==> src/rtl/sequence_player.sv <==
// Genius sequence playback: fetches play_len color codes from RAM starting at 0
// and flashes the matching LED for an on-period, then blanks for an off-period.
module sequence_player #(
    parameter int COLOR_CODEFY_W = 2,
    parameter int ADDR_WIDTH     = 5,
    parameter int ON_SLOW        = 8,
    parameter int OFF_SLOW       = 4,
    parameter int ON_FAST        = 4,
    parameter int OFF_FAST       = 2,
    parameter int CNT_W          = 16
) (
    input  logic                      clk,
    input  logic                      rst,
    input  logic                      play_start,
    input  logic [ADDR_WIDTH:0]       play_len,
    input  logic                      speed,
    input  logic                      abort,
    output logic                      mem_rd_en,
    output logic [ADDR_WIDTH-1:0]     mem_rd_addr,
    input  logic [COLOR_CODEFY_W-1:0] mem_rd_data,
    output logic                      led_green,
    output logic                      led_red,
    output logic                      led_blue,
    output logic                      led_yellow,
    output logic                      busy,
    output logic                      done
);

    localparam logic [2:0] S_IDLE  = 3'd0;
    localparam logic [2:0] S_FETCH = 3'd1;
    localparam logic [2:0] S_WAIT  = 3'd2;
    localparam logic [2:0] S_ON    = 3'd3;
    localparam logic [2:0] S_OFF   = 3'd4;
    localparam logic [2:0] S_DONE  = 3'd5;

    localparam logic [ADDR_WIDTH:0] MAX_LEN = (ADDR_WIDTH+1)'(2**ADDR_WIDTH);
    localparam logic [CNT_W-1:0]    ON_S    = CNT_W'(ON_SLOW);
    localparam logic [CNT_W-1:0]    OFF_S   = CNT_W'(OFF_SLOW);
    localparam logic [CNT_W-1:0]    ON_F    = CNT_W'(ON_FAST);
    localparam logic [CNT_W-1:0]    OFF_F   = CNT_W'(OFF_FAST);

    logic [2:0]            state;
    logic [ADDR_WIDTH-1:0] index;
    logic [ADDR_WIDTH-1:0] last_idx;
    logic [CNT_W-1:0]      cnt;
    logic                  spd;
    logic [3:0]            leds;
    logic [ADDR_WIDTH:0]   len_clamped;
    logic [ADDR_WIDTH:0]   len_m1;

    // Clamp keeps the index from ever wrapping; last index fits in ADDR_WIDTH bits.
    assign len_clamped = (play_len > MAX_LEN) ? MAX_LEN : play_len;
    assign len_m1      = len_clamped - (ADDR_WIDTH+1)'(1);

    always_ff @(posedge clk) begin
        if (rst) begin
            state    <= S_IDLE;
            index    <= '0;
            last_idx <= '0;
            cnt      <= '0;
            spd      <= 1'b0;
            leds     <= '0;
        end else if (abort && state != S_IDLE) begin
            state <= S_IDLE;
            leds  <= '0;
        end else begin
            case (state)
                S_IDLE: begin
                    if (play_start && !abort) begin
                        if (play_len != '0) begin
                            state    <= S_FETCH;
                            spd      <= speed;
                            last_idx <= len_m1[ADDR_WIDTH-1:0];
                            index    <= '0;
                        end else begin
                            state <= S_DONE;
                        end
                    end
                end
                S_FETCH: state <= S_WAIT;
                S_WAIT: begin
                    leds  <= 4'd1 << mem_rd_data;
                    cnt   <= spd ? ON_F : ON_S;
                    state <= S_ON;
                end
                S_ON: begin
                    if (cnt == CNT_W'(1)) begin
                        leds  <= '0;
                        cnt   <= spd ? OFF_F : OFF_S;
                        state <= S_OFF;
                    end else begin
                        cnt <= cnt - CNT_W'(1);
                    end
                end
                S_OFF: begin
                    if (cnt == CNT_W'(1)) begin
                        if (index == last_idx) begin
                            state <= S_DONE;
                        end else begin
                            index <= index + ADDR_WIDTH'(1);
                            state <= S_FETCH;
                        end
                    end else begin
                        cnt <= cnt - CNT_W'(1);
                    end
                end
                S_DONE:  state <= S_IDLE;
                default: state <= S_IDLE;
            endcase
        end
    end

    assign mem_rd_en   = (state == S_FETCH);
    assign mem_rd_addr = index;
    assign busy        = (state == S_FETCH) || (state == S_WAIT) ||
                         (state == S_ON)    || (state == S_OFF);
    assign done        = (state == S_DONE);
    assign led_green   = leds[0];
    assign led_red     = leds[1];
    assign led_blue    = leds[2];
    assign led_yellow  = leds[3];

endmodule
==> config.mk <==
export PLATFORM = sky130hd
export DESIGN_NAME = sequence_player
export DESIGN_NICKNAME = d
export VERILOG_FILES = /design/src/rtl/sequence_player.sv
export SDC_FILE = /design/constraint.sdc
export NUM_CORES = 1
export LEC_CHECK = 0
export CORE_MARGIN = 4
export CORE_UTILIZATION = 45
export CTS_BUF_LIST = sky130_fd_sc_hd__clkbuf_8
export DETAILED_ROUTE_END_ITERATION = 7
export PLACE_DENSITY = 0.68
export SETUP_SLACK_MARGIN = 0.3
export SYNTH_ARGS = -nofsm -noshare
export SYNTH_HDL_FRONTEND = slang
export SYNTH_SLANG_ARGS = --single-unit
==> constraint.sdc <==
create_clock -name clk -period 3.1 [get_ports clk]
set_input_delay 0.465 -clock clk [delete_from_list [all_inputs] [get_ports clk]]
set_output_delay 0.465 -clock clk [all_outputs]
set_load 0.02 [all_outputs]
* Yosys cells after proc, flatten, opt, wreduce, memory -nomap -nowiden
Index checks and enable logic that the tools add are counted. Widths: inputs -> output; s select.
Word-level totals: register bits 34, bits of input ports 13, output and inout bits 12, word-level logic and storage cells 62
Operators by class: add/subtract/negate cells 3, magnitude comparators 1, equality and inequality tests 13, shift-type cells 1, muxes and demuxes 19, bitwise operators 1, reduce and logical (&&, ||, !) cells 18
Operators with widths (number):
- $pmux 16 s3 | 1
- $mux 16 | 2
- $mux 5 | 5
- $mux 3 | 6
- $eq 16x1->1 const B | 1
- $sub 16x1->16 const B | 1
- $pmux 3 s5 | 1
- $ne 2x2->1 const B | 6
- $pmux 5 s2 | 1
- $mux 4 | 2
- $pmux 4 s2 | 1
- $eq 3x2->1 const B | 2
- $eq 3x3->1 const B | 2
- $gt 6x6->1 const B | 1
- $reduce_and 3->1 | 2
- $reduce_and 6->1 | 1
- $reduce_bool 3->1 | 2
- $reduce_bool 6->1 | 1
- $add 5x1->5 const B | 1
- $eq 5x5->1 | 1
- $sub 5x1->5 const B | 1
- $reduce_and 4->1 | 1
- $reduce_bool 2->1 | 2
- $shl 1x2->4 const A | 1
- other kinds (8) | 11

* Longest topological paths before layout
Gate-level depths: netlist of the first run.
depth in word-level cells 4, gate-level depth with buffers 9, depth with buffers taken out 7

* Least setup slack after synthesis of the first run
Ideal clock, no wire load.
kind register to register, start point register cnt[0], end point register cnt[8], setup time 0.117 ns, arrival 2.089 ns, required time 2.983 ns, setup slack 0.894 ns, cell stages (with the launch flop) 9, buffers on the path 2, period minus slack after synthesis 2.206 ns, path through dfxtp_1 > ha_1 > or4b_1 > or4_4 > buf_6 > buf_6 > o211ai_2 > xor2_1 > nor2_1
Between the ends: cells in the longest elaborated chain, start to end 3, elaborated cells between the ends (all ways) 7, those cells by class add/sub (1); eq/ne (2); mux (3); reduce/logical (1)
Ends and longest elaborated chain:
- start: declaration | line 45 | logic [CNT_W-1:0] cnt;
- start signal: assignment | line 83 | cnt <= spd ? ON_F : ON_S;
- start signal: assignment | line 89 | cnt <= spd ? OFF_F : OFF_S;
- start signal: assignment | line 92 | cnt <= cnt - CNT_W'(1);
- $sub 16x1->16 / $eq 16x1->1 (equally long branches)
- $mux 16 (tied with other cells) | line 96 | if (cnt == CNT_W'(1)) begin
- $pmux 16 s3 / $reduce_and 3->1 (equally long branches)
Parallel ways exist; a longest one is shown, timed or not. The select of a mux whose other input is x is not followed. A chain may end at the register's enable or synchronous reset.

* Worst setup path in the final report of the first run
start point register state[1], end point register cnt[6]
Between the ends: cells in the longest elaborated chain, start to end 4, elaborated cells between the ends (all ways) 10, those cells by class eq/ne (4); mux (1); bitwise (1); reduce/logical (4)
Ends and longest elaborated chain:
- start: declaration | line 42 | logic [2:0] state;
- start signal: assignment | line 57 | state <= S_IDLE;
- start signal: assignment | line 64 | state <= S_IDLE;
- start signal: assignment | line 71 | state <= S_FETCH;
- parallel branches: the longest is 4 deep, another holds $eq 3x3->1
Several ways; the timed one is not identified.

==> results of run 1 <==
Yosys cell counts, types with 4 or more instances:
library cell | n | share of area (%)
nand2b_1 | 4 | 1.2
dfxtp_1 | 34 | 33
a21oi_1 | 12 | 2.9
nand2_1 | 16 | 2.9
nand3_1 | 6 | 1.5
nor2_1 | 28 | 5.1
nor3_1 | 8 | 2.0
o31ai_1 | 6 | 2.2
clkbuf_1 | 8 | 1.5
o21ai_1 | 4 | 0.98
a21o_1 | 5 | 1.8
ha_1 | 4 | 2.4
o211ai_2 | 4 | 2.4
inv_1 | 7 | 1.3
xor2_1 | 10 | 4.3
xnor2_1 | 8 | 3.4
or3_1 | 8 | 2.4
sequential cells by signal, indices dropped and copies added, names as in the netlist:
signal,count
state,3
mem_rd_addr,5
cnt,16
spd,1
leds,4
last_idx,5
where the power goes:
part,internal (µW),switching (µW),leakage (µW)
Combinational,98.9,130,0.000564
Clock,148,153,0.0000466
Sequential,457,22.3,0.000276
Total,704,306,0.000887
worst reg2reg max path, stage by stage (launching register included):
cell	delay, ns
dfxtp_1	0.40
or3b_1	0.57
buf_4	0.27
a2111oi_0	0.66
o211ai_2	0.21
xor2_1	0.16
nor2_1	0.05
stage by stage:
stage	cell area [µm²]	hold WS (ns)	setup WS, ns	cells
3_5_place_dp	2321	0.4477	0.6756	305
4_1_cts	2397	0.4636	0.7078	312
5_1_grt	2397	0.4805	0.5440	312
3_3_place_gp	2321	0.4342	0.7440	305
6_report	2397	0.4552	0.6396	312
2_1_floorplan	2048	0.4574	0.8936	237
placed cells by master (no fill, tap or decap), drive strengths merged, types with 2 or more instances in the layout:
cell,instances
nor4,4
nand2b,4
mux2i,2
a211oi,3
buf,4
a22o,2
a21o,5
clkbuf,5
a2111oi,3
o211ai,6
inv,9
or4,5
a21oi,13
o31ai,6
clkdlybuf4s50,24
and3,2
nor2,29
o311ai,3
o2111ai,2
xor2,10
nor2b,3
nand3,7
nor3,8
xnor2,8
dfxtp,34
o22ai,2
nand3b,2
a311oi,2
nand2,16
or3,8
ha,4
o21ai,7
path summary, 6_finish.rpt:
check / to / from / depth (start not counted) / slack [ns]
worst min-delay path: leds[0] / leds[0] / 1 / 0.46
worst max-delay path: cnt[6] / state[1] / 6 / 0.64
worst max register to register: cnt[6] / state[1] / 6 / 0.64
worst min register to register: leds[0] / leds[0] / 1 / 0.46
cells by family (layout without fill, tap and decap cells):
kind of cell / Yosys count / count (layout) / synth area share (%)
AOI/OAI and AO/OA: 63 / 63 / 24.86
xor gates and xnor gates: 18 / 18 / 7.697
adders and majority gates: 4 / 4 / 2.444
buffers and inverters: 19 / 42 / 4.337
DFF: 34 / 34 / 33.23
muxes: 2 / 2 / 0.9774
and+or+nand+nor: 97 / 97 / 26.45
per-layer routing:
metal	global-route usage [%]	wire (µm)	up-vias	part of all wire, %
met3	4.749	226	7	4.9
met1	23.98	2236	853	48
met4	6.796	70	0	1.5
met2	26.27	2103	47	45
met5	0	0	-	0
li1	-	-	917	-
area by class of cell:
cell class	count	area, µm²
timing repair buffer	28	270.3
tap	52	65.06
fill	434	1987
sequential	34	680.7
clock inverter	2	7.507
clock buffer	5	68.82
multi-input combinational	184	1279
inverter	7	26.28
==> metrics.md, run 1 <==
| Metric | Value |
|---|---|
| Primary FF master, synth | dfxtp_1 |
| CP Max Fanout | 13 |
| Routability congestion estimate | 0.8337 |
| CP max stage cell | a2111oi_0 |
| Clk_skew | 0.004031 ns |
| First-pass GRT wire length | between 7000 and 8000 µm |
| Rows | 24 |
| Fin crit share | about four fifths |
| Final setup fails | 0 |
| Reg clk slew, reported paths | ~0.070 ns |
| Die area | 5695 µm² |
| Status | completed |
| CP Class | flop to flop |
| Antenna cell count | 0 |
| Vias in the first global route | 1665 |
| Resized Gates After CTS | 0 |
| Vias per cell | approximately 5.8 |
| Clk_lat worst skew | between 0.2 and 0.3 ns |
| Synth Register Bits | 34 |
| Post-synth EDFFs | 0 |
| GRT Overall Usage | roughly 18% |
| TritonCTS buffer count | 5 |
| CP delay by family, top | compound AO/OA/AOI/OAI gates |
| Peak supply drop | 0.1365 mV |
| Final wirelength | between 4000 and 5000 µm |
| Syn avg cell area | ~8.6 µm² |
| Max-cap viol count | 0 |
| Final hold violations | 0 |
| Seq/Total Area, Yosys | about a third |
| Initial antenna violation count | 0 |
| Fin util | 54.68% |
| FMAX | 0.4064 GHz |
| Max-slew headroom | between 40% and 50% |
| Initial DRC count | 89 |
| Ys Warns | 0 |
| Htree depth | 2 |
| # DRC | 0 |
| DR pass1 iterations | 4 |
| Leak | 0.0008865 µW |
| Setup Total Neg Slack | 0 ns |
| Final ANT Viol Nets | 0 |
| CTS Buffer Depth | 2 |
| Syn Nets | 254 |
| TritonCTS clock tree | yes |
| RSZ-0062 raised after global routing | no |
| Post-Syn Area | 2048 µm² |
| DIE HEIGHT | 75.47 µm |
| # hold bufs at CTS | 0 |
| Largest net degree at the start of global routing | 19 |
| Layout cells sized above 1 | under 10% |
| Worst EP required | ~3.3 ns |
| Floorplan core area | 4384 µm² |
| PortBufs | 24 |
| PwrDens | between 400 and 500 nW/µm² |
| Setup crit end kind | flop |
| Minimum clock period | 2.460 ns |
| Vias | about 1.8k |
| Max-slew violation count | 0 |
| Layout Area Growth over Synthesis | 17.04% |
| CP Buf/Inv Count | 1 |
| GR Overflow Total | 0 |
| Fraction of registers with async set/reset | 0% |
| Starting Density | between 40% and 50% |
| Slowest stage delay, CP | approximately 0.66 ns |
| Clk root buf | clkbuf_8 |
| Post-detail-place hpwl | around 3400 µm |
| Total power | between 1000 and 1500 µW |
| Post-CTS setup buffer count | 0 |
| Routed len/inst | ~15 µm |
| CP Data Arrival Time | ~2.6 ns |
| Syn Inst Count | ~240 |
| Die width | 75.47 µm |
| Library cells used by synthesis | 60 |
| Slew @ Worst Pin | 0.7329 ns |
| Hold crit path type | flop to flop |
| Worst-path cell chain | or3b_1 -> buf_4 -> a2111oi_0 -> o211ai_2 -> xor2_1 -> nor2_1 |
| IO Pins | 25 |
| Worst Setup Start Kind | flop |
| Clk sink count | 34 |
| Nets@finish | between 200 and 300 |
(Power assumes the default switching activity.)
==> run 2: changes to the inputs <==
--- a/config.mk
+++ b/config.mk
@@ -9,7 +9,7 @@
 export CORE_UTILIZATION = 45
 export CTS_BUF_LIST = sky130_fd_sc_hd__clkbuf_8
 export DETAILED_ROUTE_END_ITERATION = 7
-export PLACE_DENSITY = 0.68
+export PLACE_DENSITY = 0.7
 export SETUP_SLACK_MARGIN = 0.3
 export SYNTH_ARGS = -nofsm -noshare
 export SYNTH_HDL_FRONTEND = slang
==> constraint.sdc (replaced) <==
create_clock -name clk -period 2.1 [get_ports clk]
set_input_delay 0.315 -clock clk [delete_from_list [all_inputs] [get_ports clk]]
set_output_delay 0.315 -clock clk [all_outputs]
set_load 0.02 [all_outputs]
==> run 2 against run 1 <==
Compared with the run above: the run now ends with setup timing left; die area did not move; first-iteration DRC count rose by 34%; fmax rose by 12%; hold slack improved by 0.018 ns; clock power rose by 94%; count of clock-buffer cells in the layout did not move; critical path type unchanged.
==> metrics.md, run 2 (synthesis gave the netlist of run 1 again) <==
| Metric | Value |
|---|---|
| Nets@finish | around 320 |
| Largest net degree at the start of global routing | 17 |
| Reg power frac | between 30% and 40% |
| Initial antenna violation count | 0 |
| Clk root buf | clkbuf_8 |
| Final setup fails | 17 |
| Net Sw Frac | between 20% and 30% |
| Leak | 0.001158 µW |
| GR Overflow Total | 0 |
| Hold crit path type | flop to flop |
| Fin crit share | 104.4% |
| Most frequent cells in the layout | buf_4, dfxtp_1, nor2_1 |
| Status | finished, violations left |
| Starting Density | 46.72% |
| Setup crit end kind | flop |
| CP Max Fanout | 6 |
| Largest Register | cnt |
| Max-slew violation count | 0 |
| Max-cap viol count | 0 |
| Final wirelength | ~5600 µm |
| Vias in the first global route | between 1.5k and 2k |
| DP Area | approximately 2600 µm² |
| CP delay by family, top | simple AND/OR/NAND/NOR gates |
| Rows | 24 |
| Reg2reg setup slack | -0.09 ns |
| FMAX | 0.4563 GHz |
| Clk sink count | 34 |
| PortBufs | 24 |
| Slowest stage delay, CP | 0.51 ns |
| Final hold violations | 0 |
| Die width | approximately 75 µm |
| Clk_lat worst skew | about 0.29 ns |
| Peak supply drop | around 0.37 mV |
| Final ANT Viol Nets | 0 |
| Antenna cell count | 0 |
| Floorplan core area | ~4400 µm² |
| Max-slew headroom | 64.03% |
| Reg clk slew, reported paths | ~0.070 ns |
| GRT Overall Usage | 20.61% |
| Setup Total Neg Slack | -0.7484 ns |
| Initial DRC count | between 100 and 150 |
| Htree depth | 2 |
| CP Buf/Inv Count | 2 |
| Clk_skew | 0.004641 ns |
| TritonCTS buffer count | 5 |
| RSZ-0062 raised after global routing | yes |
| Failing checks | setup timing |
| Post-detail-place hpwl | roughly 3800 µm |
| Routed len/inst | between 15 and 20 µm |
| TritonCTS clock tree | yes |
| Most common cell after layout, fill and taps aside | buf_4 |
| Final setup margin | -0.09153 ns |
| Routability congestion estimate | 0.8716 |
| Worst Setup Start Kind | flop |
| Layout cells sized above 1 | roughly a third |
| PwrDens | between 600 and 700 nW/µm² |
| Final non-filler cell total | approximately 360 |
| First-pass GRT wire length | around 9000 µm |
| Vias per cell | roughly 5.7 |
| CP Data Arrival Time | between 2 and 2.5 ns |
| Psw | 525.8 µW |
| DIE HEIGHT | ~75 µm |
| # DRC | 0 |
| Worst-path cell chain | inv_2 -> ha_4 -> or4b_4 -> or4_4 -> buf_12 -> o211ai_2 -> xor2_1 -> nor2_1 |
| Fillers | between 300 and 400 |
| Max reg flops | 16 |
| Minimum clock period | between 2 and 2.5 ns |
| Internal power | 1253 µW |
| CP max stage cell | or4_4 |
| DP Cell Count | 341 |
| Worst EP required | about 2.3 ns |
| Comb pwr share | 27.9% |
| DR pass1 iterations | 4 |
| Die area | between 5000 and 6000 µm² |
| CP Class | flop to flop |
| IO Pins | 25 |
| Vias | 2038 |
| Slew @ Worst Pin | about 0.54 ns |
| CTS Buffer Depth | 2 |
| Total power | 1779 µW |
| Final instance area | ~3000 µm² |
| Clock network power share | between 30% and 40% |
| Layout Area Growth over Synthesis | 44.17% |
==> run 2: cell types whose count changed in the layout (fill, tap and decap cells not counted), moves of 3 or more <==
| cell | delta |
|---|---|
| a21oi_1 | -6 |
| dfxtp_2 | +3 |
| dfxtp_1 | -3 |
| clkdlybuf4s50_1 | -4 |
| a21oi_2 | +6 |
| buf_6 | +4 |
| buf_4 | +36 |
==> run 2: final timing paths <==
path | from | to | depth (start not counted)
max | cnt[1] | cnt[11] | 8
min | leds[2] | leds[2] | 1
max reg2reg | cnt[1] | cnt[11] | 8
min reg2reg | leds[2] | leds[2] | 1
==> run 2: through the flow <==
stage                     utilization, %  hold WS (ns)  setup slack, ns
after global placement             59.67        0.4567         -0.08519
after detailed placement           59.67        0.4614         -0.08756
after global routing               67.35        0.4825          -0.1606
after CTS                          64.21        0.4804         -0.07495
final                              67.35        0.4732         -0.09153
after floorplan                        -        0.4027         -0.04895
==> run 2: timing repair <==
item / CTS / global route
cloned: 0 / 1
hold endpoints to repair: 0 / 0
hold buffers: 0 / 0
gates resized for setup: 20 / 28
setup endpoints to repair: 31 / 33
pin swaps: 17 / 11
buffers inserted: 5 / 0
==> run 2: power groups by stage <==
stage               logic, µW  clock network, µW  registers (µW)
global route              537                624             702
global placement          426                  0             709
CTS                       454                595             696
floorplan                 262                  0             711
detailed placement        430                  0             710
finish                    497                584             698
==> run 2: cell type report <==
class	instances	area, µm²	area share, %
timing repair buffer	70	608.1	20.59
sequential	34	684.4	23.18
inverter	7	26.28	0.8898
clock inverter	3	37.54	1.271
multi-input combinational	184	1463	49.53
clock buffer	5	68.82	2.331
tap	52	65.06	2.203
==> run 2: routing by layer <==
layer / part of all wire, % / global-route usage, %
met2: 51 / 35.19
met4: 2.2 / 6.796
met1: 43 / 25.30
met3: 4.2 / 5.145
met5: 0 / 0
